--- src/rtl/balance_pkg.sv ---
// Shared types, constants and saturation helpers for the balance-control PID sequencer.
package balance_pkg;

  localparam int unsigned PID_W   = 12;
  localparam int unsigned INTEG_W = 18;
  localparam int unsigned PTCH_W  = 16;
  localparam int unsigned PSAT_W  = 10;
  localparam int unsigned ACC_W   = 16;
  localparam int unsigned OPA_W   = 16;
  localparam int unsigned OPB_W   = 9;
  localparam int unsigned PROD_W  = OPA_W + OPB_W;

  localparam logic [4:0] P_COEFF_DEF = 5'h09;
  localparam logic [3:0] D_COEFF_DEF = 4'h1;

  // Sequencer states
  localparam logic [2:0] ST_IDLE  = 3'd0;
  localparam logic [2:0] ST_PMUL  = 3'd1;
  localparam logic [2:0] ST_DMUL  = 3'd2;
  localparam logic [2:0] ST_SCALE = 3'd3;
  localparam logic [2:0] ST_SAT   = 3'd4;

  // MAC operations
  localparam logic [1:0] MAC_HOLD   = 2'd0;
  localparam logic [1:0] MAC_LOAD   = 2'd1;  // acc = a*b
  localparam logic [1:0] MAC_ACCSUB = 2'd2;  // acc = acc + addend - a*b
  localparam logic [1:0] MAC_SCALE  = 2'd3;  // acc = (a*b) >>> 8

  // Clamp a 16-bit signed value to [-512, 511]
  function automatic logic signed [PSAT_W-1:0] sat10(input logic signed [PTCH_W-1:0] x);
    if (x > 16'sd511)       return 10'sd511;
    else if (x < -16'sd512) return -10'sd512;
    else                    return PSAT_W'(x);
  endfunction

  // Clamp a 16-bit signed value to [-2048, 2047]
  function automatic logic signed [PID_W-1:0] sat12(input logic signed [ACC_W-1:0] x);
    if (x > 16'sd2047)       return 12'sd2047;
    else if (x < -16'sd2048) return -12'sd2048;
    else                     return PID_W'(x);
  endfunction

endpackage

--- src/rtl/pid_mac.sv ---
// Shared 16x9 signed multiply-accumulate with a 16-bit accumulator.
module pid_mac
  import balance_pkg::*;
(
  input  logic                    clk,
  input  logic                    rst,
  input  logic [1:0]              op,
  input  logic signed [OPA_W-1:0] opa,
  input  logic signed [OPB_W-1:0] opb,
  input  logic signed [ACC_W-1:0] addend,
  output logic signed [ACC_W-1:0] acc
);

  logic signed [PROD_W-1:0] prod_c;
  logic signed [ACC_W-1:0]  acc_nxt_c;

  assign prod_c = PROD_W'(opa) * PROD_W'(opb);

  // Accumulator next value per operation
  always_comb begin
    acc_nxt_c = acc;
    case (op)
      MAC_LOAD:   acc_nxt_c = ACC_W'(prod_c);
      MAC_ACCSUB: acc_nxt_c = acc + addend - ACC_W'(prod_c);
      MAC_SCALE:  acc_nxt_c = ACC_W'(prod_c >>> 8);
      default:    acc_nxt_c = acc;
    endcase
  end

  // Accumulator register
  always_ff @(posedge clk or posedge rst) begin
    if (rst) acc <= '0;
    else     acc <= acc_nxt_c;
  end

endmodule

--- src/rtl/balance_seq.sv ---
// Balance-control PID sequencer: sample capture, P/I/D sequencing on a shared MAC,
// 12-bit saturation, integrator with overflow hold, soft-start timer.
// Optional SOFT_START_SCALE_EN adds a SCALE state that multiplies the sum by ss_tmr/256.
module balance_seq
  import balance_pkg::*;
#(
  parameter logic [4:0]  P_COEFF  = P_COEFF_DEF,
  parameter logic [3:0]  D_COEFF  = D_COEFF_DEF,
  parameter int unsigned SS_WIDTH = 27
) (
  input  logic                    clk,
  input  logic                    rst,
  input  logic                    vld,
  input  logic                    pwr_up,
  input  logic                    rider_off,
  input  logic signed [PTCH_W-1:0] ptch,
  input  logic signed [PTCH_W-1:0] ptch_rt,
  output logic                    busy,
  output logic                    done,
  output logic                    overrun,
  output logic [7:0]              ss_tmr,
  output logic signed [PID_W-1:0] PID_cntrl
);

  logic [2:0]                state_q, state_nxt_c;
  logic signed [PSAT_W-1:0]  cap_ptch_c, work_ptch_q, hold_ptch_q;
  logic signed [PTCH_W-1:0]  work_rt_q, hold_rt_q;
  logic                      pend_q;
  logic signed [INTEG_W-1:0] integ_q, integ_ext_c, integ_sum_c;
  logic                      integ_ovf_c;
  logic [SS_WIDTH-1:0]       ss_cnt_q;
  logic [1:0]                mac_op_c;
  logic signed [OPA_W-1:0]   mac_opa_c;
  logic signed [OPB_W-1:0]   mac_opb_c;
  logic signed [ACC_W-1:0]   mac_add_c, mac_acc;

  assign cap_ptch_c  = sat10(ptch);
  assign integ_ext_c = INTEG_W'(work_ptch_q);
  assign integ_sum_c = integ_q + integ_ext_c;
  assign integ_ovf_c = (integ_q[INTEG_W-1] == integ_ext_c[INTEG_W-1]) &&
                       (integ_sum_c[INTEG_W-1] != integ_q[INTEG_W-1]);
  assign ss_tmr      = ss_cnt_q[SS_WIDTH-1 -: 8];

  // State register
  always_ff @(posedge clk or posedge rst) begin
    if (rst) begin
      state_q <= ST_IDLE;
      busy    <= 1'b0;
    end else begin
      state_q <= state_nxt_c;
      busy    <= (state_nxt_c != ST_IDLE);
    end
  end

  // Next state and MAC control
  always_comb begin
    state_nxt_c = state_q;
    mac_op_c    = MAC_HOLD;
    mac_opa_c   = '0;
    mac_opb_c   = '0;
    mac_add_c   = '0;
    case (state_q)
      ST_IDLE: if (vld || pend_q) state_nxt_c = ST_PMUL;
      ST_PMUL: begin
        state_nxt_c = ST_DMUL;
        mac_op_c    = MAC_LOAD;
        mac_opa_c   = OPA_W'(work_ptch_q);
        mac_opb_c   = {4'b0, P_COEFF};
      end
      ST_DMUL: begin
`ifdef SOFT_START_SCALE_EN
        state_nxt_c = ST_SCALE;
`else
        state_nxt_c = ST_SAT;
`endif
        mac_op_c    = MAC_ACCSUB;
        mac_opa_c   = work_rt_q >>> 6;
        mac_opb_c   = {5'b0, D_COEFF};
        mac_add_c   = ACC_W'(integ_q >>> 6);
      end
`ifdef SOFT_START_SCALE_EN
      ST_SCALE: begin
        state_nxt_c = ST_SAT;
        mac_op_c    = MAC_SCALE;
        mac_opa_c   = mac_acc;
        mac_opb_c   = {1'b0, ss_tmr};
      end
`endif
      ST_SAT:  state_nxt_c = ST_IDLE;
      default: state_nxt_c = ST_IDLE;
    endcase
  end

  // Sample capture, holding register and overrun detection
  always_ff @(posedge clk or posedge rst) begin
    if (rst) begin
      work_ptch_q <= '0;
      work_rt_q   <= '0;
      hold_ptch_q <= '0;
      hold_rt_q   <= '0;
      pend_q      <= 1'b0;
      overrun     <= 1'b0;
    end else begin
      overrun <= 1'b0;
      if (state_q == ST_IDLE) begin
        if (pend_q) begin
          work_ptch_q <= hold_ptch_q;
          work_rt_q   <= hold_rt_q;
          if (vld) begin
            hold_ptch_q <= cap_ptch_c;
            hold_rt_q   <= ptch_rt;
          end else begin
            pend_q <= 1'b0;
          end
        end else if (vld) begin
          work_ptch_q <= cap_ptch_c;
          work_rt_q   <= ptch_rt;
        end
      end else if (vld) begin
        hold_ptch_q <= cap_ptch_c;
        hold_rt_q   <= ptch_rt;
        pend_q      <= 1'b1;
        overrun     <= pend_q;
      end
    end
  end

  // Integrator: clear on rider_off, else add in PMUL unless the add overflows
  always_ff @(posedge clk or posedge rst) begin
    if (rst)                                      integ_q <= '0;
    else if (rider_off)                           integ_q <= '0;
    else if (state_q == ST_PMUL && !integ_ovf_c)  integ_q <= integ_sum_c;
  end

  // Saturated output and done pulse
  always_ff @(posedge clk or posedge rst) begin
    if (rst) begin
      PID_cntrl <= '0;
      done      <= 1'b0;
    end else begin
      done <= 1'b0;
      if (state_q == ST_SAT) begin
        PID_cntrl <= sat12(mac_acc);
        done      <= 1'b1;
      end
    end
  end

  // Soft-start counter, saturating at top byte 8'hFF
  always_ff @(posedge clk or posedge rst) begin
    if (rst)                              ss_cnt_q <= '0;
    else if (!pwr_up)                     ss_cnt_q <= '0;
    else if (ss_tmr != 8'hFF)             ss_cnt_q <= ss_cnt_q + SS_WIDTH'(1);
  end

  pid_mac u_mac (
    .clk    (clk),
    .rst    (rst),
    .op     (mac_op_c),
    .opa    (mac_opa_c),
    .opb    (mac_opb_c),
    .addend (mac_add_c),
    .acc    (mac_acc)
  );

endmodule

--- config.mk ---
export PLATFORM = sky130hd
export DESIGN_NAME = balance_seq
export DESIGN_NICKNAME = d
export VERILOG_FILES = /design/src/rtl/balance_pkg.sv /design/src/rtl/pid_mac.sv /design/src/rtl/balance_seq.sv
export SDC_FILE = /design/constraint.sdc
export NUM_CORES = 1
export LEC_CHECK = 0
export ABC_AREA = 1
export CAP_MARGIN = 20
export CORE_MARGIN = 3
export CORE_UTILIZATION = 50
export CTS_CLUSTER_DIAMETER = 120
export DETAILED_ROUTE_END_ITERATION = 10
export GPL_ROUTABILITY_DRIVEN = 0
export PLACE_DENSITY_LB_ADDON = 0.12
export SYNTH_ARGS = -nofsm -noshare
export SYNTH_HDL_FRONTEND = slang
export SYNTH_SLANG_ARGS = --single-unit
export TNS_END_PERCENT = 1
--- constraint.sdc ---
create_clock -name clk -period 9 [get_ports clk]
set_input_delay 1.35 -clock clk [delete_from_list [all_inputs] [get_ports clk]]
set_output_delay 1.35 -clock clk [all_outputs]
set_load 0.005 [all_outputs]
# ---- After elaboration in Yosys (flattened, before gate mapping)
# Index checks and enable logic that the tools add are counted.
dict set report word_totals {
  register_bits 132
  inputBits 37
  out_inout_bits 23
  word_cells 76
}
dict set report op_classes {
  addsub 4
  mul 1
  n_lt_le_gt_ge 4
  n_eq_ne 11
  n_mux 32
  n_reduce_logical 11
}
# op n
set op_table {}
lappend op_table {{16-bit 2-to-1 mux} 6}
lappend op_table {{10-bit 2-to-1 mux} 7}
lappend op_table {{27-bit 2-to-1 mux} 2}
lappend op_table {{16-bit case mux with 3 select lines} 1}
lappend op_table {{18-bit 2-to-1 mux} 2}
lappend op_table {{16-bit case mux with 2 select lines} 1}
lappend op_table {{27-bit by 1-bit adder with 27-bit output (second input constant)} 1}
lappend op_table {{12-bit 2-to-1 mux} 2}
lappend op_table {{16-bit by 5-bit multiplier with 21-bit output} 1}
lappend op_table {{18-bit by 10-bit adder with 18-bit output} 1}
lappend op_table {{16-bit adder} 1}
lappend op_table {{16-bit by 10-bit greater-than comparator with 1-bit output (second input constant)} 1}
lappend op_table {{16-bit by 12-bit greater-than comparator with 1-bit output (second input constant)} 1}
lappend op_table {{16-bit by 10-bit < comparator with 1-bit output (second input constant)} 1}
lappend op_table {{16-bit by 12-bit < comparator with 1-bit output (second input constant)} 1}
lappend op_table {{16-bit subtractor} 1}
lappend op_table {{3-bit case mux with 3 select lines} 1}
lappend op_table {{8-bit != test (second input constant)} 1}
lappend op_table {{4-bit case mux with 2 select lines} 1}
lappend op_table {{1-bit 2-to-1 mux} 7}
lappend op_table {{2-bit nonzero test} 3}
lappend op_table {{3-bit nonzero test} 2}
lappend op_table {{2-bit == test (second input constant)} 2}
lappend op_table {{2-bit case mux with 2 select lines} 1}
lappend op_table {{other kinds (14)} 15}

# ---- Depth between registers and ports, before layout
dict set report logic_depth {
  word_depth 7
  depth_mapped 37
  ltp_nobuf 36
}

# ---- Cells and area by module
# From an unflattened synthesis, not the netlist that was laid out.
dict set report hier_totals {
  cells_unflattened 1801
  hier_area_um2 13285.2
}
# mod n_inst cells_each area_per_inst_um2 seq_area_each_um2
set modules_own_cells {}
lappend modules_own_cells {pid_mac 1 981 7174.4 400.4}
lappend modules_own_cells {balance_seq 1 820 6110.9 2602.5}

# ---- Least setup slack after synthesis
# OpenSTA, ideal clock, no wires.
dict set report synth_path {
  path_type {reg2reg}
  from {register state_q[1]}
  to {register u_mac.acc[15]}
  setup_ps 117
  arrival_time_ps 4290
  t_required_ps 8883
  setup_slack_ps 4593
  path_stages_with_launch 27
  path_buffers 2
  period_less_slack_ps 4407
  path_cell_list {dfrtp_1 > inv_1 > nand3_1 > clkbuf_1 > buf_1 > o22ai_1 > ha_1 > ha_1 > fa_1 > nand3_1 > nand2_1 > a21oi_1 > o21ai_0 > xor2_1 > fa_1 > inv_1 > ha_1 > a21oi_1 > nand2_1 > a21oi_1 > nand2_1 > nand2_1 > nand2_1 > nand3_1 > nand3_1 > nand2_1 > nand2_1}
}
dict set report synth_via {
  elab_chain_cells 5
  word_cells_on_any_way 14
  classes_between {add/sub: 2; mul: 1; eq/ne: 5; mux: 5; reduce/logical: 1}
}
# item line
set synth_lines {}
lappend synth_lines {{start: declaration} balance_seq.sv:25} ;# logic [2:0] state_q, state_nxt_c;
lappend synth_lines {{start signal: assignment} balance_seq.sv:50} ;# state_q <= state_nxt_c;
lappend synth_lines {{3-bit by 2-bit == test with 1-bit output / 3-bit by 1-bit == test with 1-bit output (equally long branches)} balance_seq.sv:62} ;# case (state_q)
lappend synth_lines {{16-bit case mux with 2 select lines, or another cell as far along} balance_seq.sv:62}
lappend synth_lines {{16-bit by 5-bit multiplier with 21-bit output / 16-bit adder (equally long branches)} {pid_mac.sv:17, pid_mac.sv:24}}
lappend synth_lines {{16-bit subtractor} pid_mac.sv:24} ;# MAC_ACCSUB: acc_nxt_c = acc + addend - ACC_W'(prod_c);
lappend synth_lines {{16-bit case mux with 3 select lines} pid_mac.sv:22} ;# case (op)
lappend synth_lines {{end signal: assignment} pid_mac.sv:33} ;# else acc <= acc_nxt_c;
lappend synth_lines {{end: declaration} pid_mac.sv:11} ;# output logic signed [ACC_W-1:0] acc
# Parallel ways exist; a longest one is shown, timed or not.
# A chain may end at the register's enable or synchronous reset.

# ---- Worst setup path in the final report
# Same ends and word-level chain as after synthesis.

==> metrics <==
CTS buffer count 17; status completed; Sw Share between 40% and 50%; Final Hold Viols 0; critical path class reg2reg; Max Cap Viol 0; R2R Path End u_mac.acc[15]; Comb pwr share roughly three fifths; Worst path top cell family by delay adder cells; cell repeated most along the worst path nand2_1; kind of end point of the critical path flip-flop; Slew @ Worst Pin around 960 ps; Syn Nets 1269; PD cells about 420 nW/um2; sw power 1.99 mW; clock root cell clkbuf_16; startpoint types flip-flop; initial core utilization 52.2%; Worst path slowest cell fa_1; final WL 20.3 mm; relative slew slack 35.2%; Die W 136 um; worst min path class reg2reg; Post-Syn Area 8480 um2; CP peak stage delay 510 ps; # setup viols final 0; total negative slack 0 ps; Via density 5.24; CTS Hold Bufs 0; Synth area leaders dfrtp_1 35%, nand2_1 13%, ha_1 8.0%; clk_skew 9.60 ps; largest net degree at the start of global routing 67; Post-CTS Setup Inserts 0; layout cells sized above 1 4.29%; hold wc startpoint PID_cntrl[10]; Vias 7479; net total in the final layout approximately 1300; Data required, critical path 9310 ps; initial drt markers around 500; Post-DRT Antenna Nets 0; per-cell routed wire length 14.2 um; CP arrival 5160 ps; clk sink count 120; die footprint 18600 um2; P_leak just under 5 nW; top cell type's share of synthesized area 35.4%; vias in the first global route 6995; Longest Clk Path Bufs 2; Tcrit/Tclk final 53.9%; GRT met3 Usage 3.85%; Synth-to-Final Area Change 14.6%; Antenna diodes 0; count leader, synth nand2_1; met2 Usage GRT 36.6%; asr flop ratio synth 100%; syn avg cell area around 7.3 um2; Cells after Synth 1162; reg-to-reg startpoint state_q[1]; Multi-input gate area about 4600 um2; post_cts resized 0; Overall Global Routing Usage 22.5%; Detailed Place HPWL 14.9 mm; Max Slew Vio Count 0; Row Count 46; Seq cells post-synth 120; Max Clk Rate 0.206 GHz; Ports 60; global-route wire length before repair roughly 33 mm; critical path peak fanout 21; Clock Latency Late Sink 420 ps; FF-to-FF path depth 26; Max IR drop VDD 0.203 mV; CTS clock-pin slew for the worst setup and hold paths 50 ps; Initial DRT Pass Iterations 5; I/O Buffers 53; fin util around three fifths; RSZ-0062 raised after global routing false; R2R setup slack ~4200 ps; core area 16200 um2; Top FF cell, synth dfrtp_1; hold endpoint PID_cntrl[10]; Clk pwr share 16.9%; Int Power 2.13 mW; H-tree depth 4; number of remaining DRC errors 0; Seq pwr share 21.5%; Worst Path Buf+Inv 6; grt ovf 0; Post-synth top cells 286 x nand2_1, 168 x inv_1, 120 x dfrtp_1, 107 x nor2_1, 92 x o21ai_0; Hold Crit Depth 2; minimum clock period 4850 ps; Cell variety after synth 49; grt peak-use layer met2; Yosys warning count 0; Reg area ~3000 um2; met1 Resource Use GR 30.8%; Die H 136 um; number of flops mapped to enable cells by yosys 0; sequential cell area fraction in the yosys report 35.4%; Fillers between 1500 and 2000; CTS tree built; area leader, netlist dfrtp_1; antenna violations before repair 0
-- layer usage --
layer / vias up / part of all wire (%)
li1: 3871 / -
met1: 3465 / 49
met2: 117 / 46
met3: 26 / 3.1
met4: 0 / 1.7
met5: - / 0
-- cell families (layout without fill, tap and decap cells) --
logic type      after synthesis  after routing  synth area share (%)
compound gates              214            214                  14.2
fa+ha+maj                    70             70                  11.7
flops                       120            120                  35.4
mux                           4              4                 0.531
xor+xnor                     21             21                  2.17
simple gates                523            523                  26.1
buf+inv                     210            259                  9.84
-- power by group through the flow --
| stage | logic, mW | clock network, mW | registers [mW] |
|---|---|---|---|
| floorplan | 1.94 | 0 | 0.843 |
| global placement | 2.45 | 0 | 0.889 |
| detailed placement | 2.50 | 0 | 0.895 |
| CTS | 2.53 | 0.707 | 0.887 |
| global route | 2.89 | 0.731 | 0.912 |
| finish | 2.54 | 0.695 | 0.887 |
-- layout make-up --
class / count / area share, %
well taps: 216 / 2.78
clock inverters: 8 / 1.24
multi-input cells: 832 / 47.8
flip-flops and latches: 120 / 30.9
clock buffers: 23 / 4.92
repair buffers: 57 / 5.77
inverters: 171 / 6.63
-- worst min-delay path, cell delays in order (launching register included) --
cell	delay, ps
dfrtp_1	340
nand2_1	50
o21ai_0	50
-- state kept, by name, indices dropped and copies added (netlist names) --
name,cells
busy,1
done,1
ss_cnt_q,27
hold_ptch_q,10
u_mac.acc,16
hold_rt_q,10
pend_q,1
work_ptch_q,10
overrun,1
PID_cntrl,12
integ_q,18
work_rt_q,10
state_q,3
-- how the worst max path moves through the flow --
stage	startpoint	to	cells past startpoint
5_1_grt	state_q[1]	u_mac.acc[15]	26
2_1_floorplan	rst	PID_cntrl[0]	1
3_3_place_gp	state_q[1]	u_mac.acc[15]	26
6_report	state_q[1]	u_mac.acc[15]	26
4_1_cts	state_q[1]	u_mac.acc[15]	26
3_5_place_dp	state_q[1]	u_mac.acc[15]	26
-- layout by cell type (no fill, tap or decap), types with 4 or more instances in the layout --
master / Yosys / final
a21oi_1: 68 / 68
a31oi_1: 5 / 5
buf_4: 8 / 4
clkbuf_16: 0 / 17
clkdlybuf4s50_1: 0 / 53
dfrtp_1: 120 / 120
fa_1: 16 / 16
ha_1: 54 / 54
inv_1: 168 / 167
mux2_2: 4 / 4
nand2_1: 286 / 286
nand3_1: 65 / 65
nand3b_1: 4 / 4
nand4_1: 11 / 11
nor2_1: 107 / 107
nor3_1: 24 / 24
nor4_1: 7 / 7
o211ai_1: 11 / 11
o21ai_0: 92 / 92
o21bai_1: 7 / 7
o221ai_1: 4 / 4
o22ai_1: 13 / 13
or2_2: 4 / 4
xnor2_1: 8 / 8
xor2_1: 13 / 13
-- through the flow --
stage / std cells / setup WS, ps / hold slack, ps / area, um2 / total power, mW
finish: 1427 / 4150 / 475 / 9720 / 4.12
floorplan: 1162 / 4460 / 448 / 8480 / 2.78
global placement: 1396 / 4270 / 466 / 9120 / 3.34
detailed placement: 1396 / 4220 / 473 / 9120 / 3.40
global route: 1427 / 3750 / 497 / 9720 / 4.54
CTS: 1427 / 4140 / 485 / 9720 / 4.12
Note: power is estimated with default switching activity, not from simulation.
